### config.mk
export PLATFORM = sky130hd
export DESIGN_NAME = i2s_tx_tdm
export DESIGN_NICKNAME = d
export VERILOG_FILES = /design/src/rtl/i2s_tx_tdm.sv
export SDC_FILE = /design/constraint.sdc
export NUM_CORES = 1
export LEC_CHECK = 0
export CORE_MARGIN = 3
export CORE_UTILIZATION = 55
export DETAILED_ROUTE_END_ITERATION = 8
export GPL_ROUTABILITY_DRIVEN = 0
export PLACE_DENSITY = 0.73
export SYNTH_ARGS = -nofsm -noshare
export SYNTH_HDL_FRONTEND = slang
export SYNTH_SLANG_ARGS = --single-unit
### constraint.sdc
create_clock -name i_mclk -period 4.3 [get_ports i_mclk]
set_input_delay 0.645 -clock i_mclk [delete_from_list [all_inputs] [get_ports i_mclk]]
set_output_delay 0.645 -clock i_mclk [all_outputs]
set_load 0.03 [all_outputs]
### src/rtl/i2s_tx_tdm.sv
// I2S / TDM serial audio transmitter: SCLK divided from i_mclk, sample FIFO with
// valid/ready push, stereo LRCLK or TDM frame sync, I2S or left-justified framing.
//
// state  | meaning
// IDLE   | stopped; serial outputs held low; FIFO still accepts pushes
// RUN    | serialising frames; a lead-in bit (b = F-1) precedes the first frame
// STOP   | enable dropped mid-frame; finish the frame, then IDLE or back to RUN
module i2s_tx_tdm #(
    parameter int DATA_WIDTH = 16,
    parameter int SLOT_WIDTH = 32,
    parameter int NUM_CH     = 2,
    parameter int SCLK_DIV   = 4,
    parameter int FIFO_DEPTH = 8,
    parameter int MODE       = 0
) (
    input  logic                  i_mclk,
    input  logic                  i_mclk_rst_n,
    input  logic                  i_enable,
    input  logic [DATA_WIDTH-1:0] i_tx_data,
    input  logic                  i_tx_valid,
    output logic                  o_tx_ready,
    output logic                  o_sclk,
    output logic                  o_lrclk,
    output logic                  o_sd,
    output logic                  o_frame_start,
    output logic                  o_underrun
);

    localparam int F  = NUM_CH * SLOT_WIDTH;
    localparam int BW = (F > 1) ? $clog2(F) : 1;
    localparam int CW = $clog2(SCLK_DIV);
    localparam int PW = $clog2(FIFO_DEPTH);
    localparam int NW = $clog2(FIFO_DEPTH + 1);

    localparam logic [BW-1:0] B_LAST  = BW'(F - 1);
    localparam logic [CW-1:0] C_LAST  = CW'(SCLK_DIV - 1);
    localparam logic [CW-1:0] C_HALF  = CW'(SCLK_DIV / 2);
    localparam logic [NW-1:0] N_CH    = NW'(NUM_CH);
    localparam logic [NW-1:0] N_DEPTH = NW'(FIFO_DEPTH);

    typedef enum logic [1:0] {
        S_IDLE = 2'd0,
        S_RUN  = 2'd1,
        S_STOP = 2'd2
    } state_t;

    state_t state, state_nxt;

    logic [CW-1:0]         c, c_nxt;
    logic [BW-1:0]         b, b_nxt;
    logic [DATA_WIDTH-1:0] sr;
    logic                  live, live_nxt;

    logic [DATA_WIDTH-1:0] fifo_mem [FIFO_DEPTH];
    logic [PW-1:0]         wr_ptr, rd_ptr;
    logic [NW-1:0]         count, count_nxt;
    logic                  push, pop;

    logic boundary, bit_end, start, stop_now, advance, new_frame, frame_live, slot_start;

    // Word clock / frame sync level for the bit being entered.
    function automatic logic lr_of(input logic [BW-1:0] idx);
        int bi;
        int nb;
        bi = 32'(idx);
        nb = (bi + 1) % F;
        if (NUM_CH == 2)
            return (MODE == 1) ? (bi >= SLOT_WIDTH) : (nb >= SLOT_WIDTH);
        else
            return (MODE == 1) ? (bi == 0) : (bi == F - 1);
    endfunction

    always_ff @(posedge i_mclk or negedge i_mclk_rst_n) begin
        if (!i_mclk_rst_n) state <= S_IDLE;
        else               state <= state_nxt;
    end

    always_comb begin
        state_nxt = state;
        case (state)
            S_IDLE:  if (i_enable) state_nxt = S_RUN;
            S_RUN:   if (!i_enable) state_nxt = bit_end ? S_IDLE : S_STOP;
            S_STOP:  if (bit_end) state_nxt = i_enable ? S_RUN : S_IDLE;
            default: state_nxt = S_IDLE;
        endcase
    end

    always_comb begin
        boundary   = (state != S_IDLE) && (c == C_LAST);
        bit_end    = boundary && (b == B_LAST);
        start      = (state == S_IDLE) && i_enable;
        stop_now   = (state != S_IDLE) && (state_nxt == S_IDLE);
        advance    = boundary && !stop_now;
        new_frame  = advance && (b == B_LAST);
        frame_live = (count >= N_CH);
        live_nxt   = new_frame ? frame_live : live;
        c_nxt      = (c == C_LAST) ? '0 : c + CW'(1);
        b_nxt      = (b == B_LAST) ? '0 : b + BW'(1);
        slot_start = advance && ((32'(b_nxt) % 32'(SLOT_WIDTH)) == 32'd0);
        pop        = slot_start && live_nxt;
        push       = i_tx_valid && o_tx_ready;
    end

    always_ff @(posedge i_mclk or negedge i_mclk_rst_n) begin
        if (!i_mclk_rst_n) begin
            c             <= '0;
            b             <= '0;
            sr            <= '0;
            live          <= 1'b0;
            o_sclk        <= 1'b0;
            o_lrclk       <= 1'b0;
            o_sd          <= 1'b0;
            o_frame_start <= 1'b0;
            o_underrun    <= 1'b0;
        end else begin
            o_frame_start <= 1'b0;
            o_underrun    <= 1'b0;
            if (start) begin
                c       <= '0;
                b       <= B_LAST;
                sr      <= '0;
                live    <= 1'b0;
                o_sclk  <= 1'b0;
                o_lrclk <= lr_of(B_LAST);
                o_sd    <= 1'b0;
            end else if (stop_now) begin
                c       <= '0;
                b       <= '0;
                sr      <= '0;
                live    <= 1'b0;
                o_sclk  <= 1'b0;
                o_lrclk <= 1'b0;
                o_sd    <= 1'b0;
            end else if (state != S_IDLE) begin
                c      <= c_nxt;
                o_sclk <= (c_nxt >= C_HALF);
                if (advance) begin
                    b       <= b_nxt;
                    o_lrclk <= lr_of(b_nxt);
                    live    <= live_nxt;
                    if (new_frame) begin
                        o_frame_start <= 1'b1;
                        o_underrun    <= !frame_live;
                    end
                    // Shifting in zeros makes the pad bits after DATA_WIDTH fall out naturally.
                    if (pop) begin
                        o_sd <= fifo_mem[rd_ptr][DATA_WIDTH-1];
                        sr   <= fifo_mem[rd_ptr] << 1;
                    end else if (live_nxt) begin
                        o_sd <= sr[DATA_WIDTH-1];
                        sr   <= sr << 1;
                    end else begin
                        o_sd <= 1'b0;
                    end
                end
            end
        end
    end

    always_comb begin
        count_nxt = count;
        case ({push, pop})
            2'b10:   count_nxt = count + NW'(1);
            2'b01:   count_nxt = count - NW'(1);
            default: count_nxt = count;
        endcase
    end

    always_ff @(posedge i_mclk or negedge i_mclk_rst_n) begin
        if (!i_mclk_rst_n) begin
            wr_ptr     <= '0;
            rd_ptr     <= '0;
            count      <= '0;
            o_tx_ready <= 1'b0;
        end else begin
            if (push) wr_ptr <= wr_ptr + PW'(1);
            if (pop)  rd_ptr <= rd_ptr + PW'(1);
            count      <= count_nxt;
            o_tx_ready <= (count_nxt < N_DEPTH);
        end
    end

    always_ff @(posedge i_mclk) begin
        if (push) fifo_mem[wr_ptr] <= i_tx_data;
    end

endmodule

==> qor.yml <==
core_mm2: 0.0123
peakVddDrop_mv: 0.394
wl_met3_um: 574
die_w_um: 119
grt_pass1_vias: 3924
syn_avg_cell_area_um2: 16.8
die_area_mm2: 0.0143
p_per_area_mw_per_mm2: 546
clock_skew_ns: 0.00650
crit_arrival_ns: 3.70
finalSetupViolCount: 0
synth_cell_types: 51
place_hpwl_um: 7630
overflow: 0
worst-path-max-fanout: 9
cts_inserted_buffers: 17
m1WireLength_um: 5500
tritoncts: "built"
p_switching_mw: 1.29
comb_power_share_pct: 19.6
layout-drive-gt1-share_pct: 18.8
io_buffers: 25
num-nets-final: 485
max-cap-violations: 0
drt-initial-drc-count: 323
internal_power_mw: 3.13
vias: 3779
synth_cells: 422
ant_nets: 0
synth-seq-cells: 169
wl_per_cell_um: 20.5
htreeDepth: 4
final.setup.tns_ns: 0
dr.pass1.iters: 4
hold_viol_final: 0
drc: 0
synth_ff_type: "edfxtp_1"
antenna_cells: 0
period_share_pct: 78.3
area_growth_pct: 14.2
async_flop_share_pct: 24.3
ys_seq_area_share_pct: 68.8
io_pins: 26
antenna_found_initial: 0
tightest_slew_ns: 1.12
rows: 40
clock_sinks: 169
wl_um: 13000
cts-resized-gates: 0
cts.clk_slew.worst_paths_ns: 0.06
syn-num-nets: 452
grt_max_degree: 42
slew_violations: 0
switching_share_pct: 29.2
power_mw: 4.42
pwr-share-seq_pct: 49.1
critPathLaunchType: "flop"
run_status: "complete, no violations"
start_util_pct: 57.5
min_period_ns: 3.37
cts_setup_buffers: 0
routed.top_layer: "met4"
crit_required_ns: 4.63
path_class: "reg2reg"
fp.dieH_um: 119
root_buffer: "clkbuf_16"
viasPerCell: 5.95
grt_pass1_wl_um: 21000
yosys_warnings: 0
clk_path_buf_depth: 2
hp-class: "in2async"
worst_setup_path_end_kind: "flop"
grt_setup_unrepaired: "no"
syn-cell-area_mm2: 0.00708
slew-limit-headroom_pct: 25.4
power_frac_clock_pct: 31.3
leakage_nw: 2.76
grtUsageTotal_pct: 19.6
wl_met2_um: 6820
ctsHoldBuffers: 0
fmax_ghz: 0.297
insertion_delay_ns: 0.42
synth-edff-count: 128
[cells in the mapped netlist, types with 3 or more instances]
cell type | n | area share (%)
o21a_1 | 14 | 1.5
mux2i_1 | 19 | 2.7
edfxtp_1 | 128 | 54
o21ai_0 | 9 | 0.64
ha_1 | 10 | 1.8
dfrtp_1 | 41 | 14
nand2_1 | 28 | 1.5
xor2_1 | 4 | 0.49
nor2_1 | 12 | 0.64
a21oi_1 | 15 | 1.1
a22o_1 | 14 | 1.7
buf_2 | 8 | 0.57
nor3_1 | 5 | 0.35
mux4_2 | 32 | 10
clkbuf_1 | 11 | 0.58
xnor2_1 | 9 | 1.1
and2_1 | 4 | 0.35
mux2_2 | 3 | 0.48
nand3_1 | 8 | 0.57
inv_1 | 7 | 0.37
[registers in the layout, summed over array words and instances (netlist names), named ones only]
register and flops:
b 6, c 1, count 3, fifo_mem 128
live 1, o_frame_start 1, o_lrclk 1, o_sclk 1
o_sd 1, o_tx_ready 1, o_underrun 1, rd_ptr 3
sr 15, state 2, wr_ptr 3
[cell type report]
type                            instances  area [um2]
Timing Repair Buffer                   37         335
Tap cell                              168         210
Clock inverter                         11        98.8
Fill cell                             886        4220
Clock buffer                           20         437
Sequential cell                       169        4870
Inverter                                7        26.3
Multi-Input combinational cell        223        2110
[worst max-delay path, cell delays in order (launching register included)]
cell	delay, ns
dfrtp_1	0.48
ha_1	0.38
and4_1	0.38
and4_1	0.32
a211oi_4	0.09
nand2_2	0.14
inv_1	0.07
ha_1	0.24
ha_1	0.37
nand2_1	0.08
a21oi_1	0.18
a21oi_1	0.05
o21ai_0	0.30
xor2_1	0.20
[power by group through the flow]
stage,Clock [mW],Combinational (mW),Sequential (mW)
after floorplan,0,0.609,2.15
after global placement,0,0.834,2.18
after detailed placement,0,0.867,2.20
after CTS,1.41,0.871,2.17
after global routing,1.48,0.955,2.20
final,1.38,0.867,2.17
[logic make-up (layout without fill, tap and decap cells)]
family / after synthesis / after routing / share of synthesized area [%]
AOI/OAI and AO/OA: 71 / 71 / 7.21
xor gates and xnor gates: 14 / 14 / 1.84
adders and majority gates: 10 / 10 / 1.77
buffers and inverters: 30 / 75 / 1.85
DFF: 169 / 169 / 68.8
muxes: 55 / 55 / 13.5
and+or+nand+nor: 73 / 73 / 5.03
[metrics by stage]
step | instance area [um2] | setup WS [ns] | instances | utilization, % | hold WS (ns)
2_1_floorplan | 7080 | 1.11 | 422 | - | 0.349
3_3_place_gp | 7560 | 0.836 | 604 | 61.4 | 0.490
3_5_place_dp | 7560 | 0.663 | 604 | 61.4 | 0.482
4_1_cts | 8090 | 0.971 | 635 | 65.7 | 0.390
5_1_grt | 8090 | 0.677 | 635 | 65.7 | 0.432
6_report | 8090 | 0.934 | 635 | 65.7 | 0.363
[layout by cell type (no fill, tap or decap), types with 3 or more instances in the layout]
master,count
a21oi_1,14
a22o_1,14
and2_1,4
buf_4,12
clkbuf_1,3
clkbuf_16,17
clkdlybuf4s50_1,24
dfrtp_1,39
edfxtp_1,128
ha_1,10
inv_1,7
inv_6,3
mux2_2,3
mux2i_1,19
mux4_2,32
nand2_1,28
nand3_1,8
nor2_1,12
nor3_2,4
o21a_1,14
o21ai_0,9
xnor2_1,9
xor2_1,4
[layer usage]
| layer | up-vias | global-route usage [%] |
|---|---|---|
| li1 | 1730 | - |
| met1 | 1956 | 25.2 |
| met2 | 83 | 33.3 |
| met3 | 10 | 5.32 |
| met4 | 0 | 5.23 |
| met5 | - | 0 |
[final timing paths]
kind	from	endpoint	slack [ns]	depth (start not counted)
worst max register to register	b[0]	o_tx_ready	0.93	13
min in group i_mclk	o_lrclk	o_lrclk	0.49	2
worst min register to register	o_lrclk	o_lrclk	0.49	2
worst max-delay path	b[0]	o_tx_ready	0.93	13
worst min-delay path	i_mclk_rst_n	wr_ptr[2]	0.36	1
max in group asynchronous	i_mclk_rst_n	rd_ptr[0]	3.31	1
(Power assumes the default switching activity.)
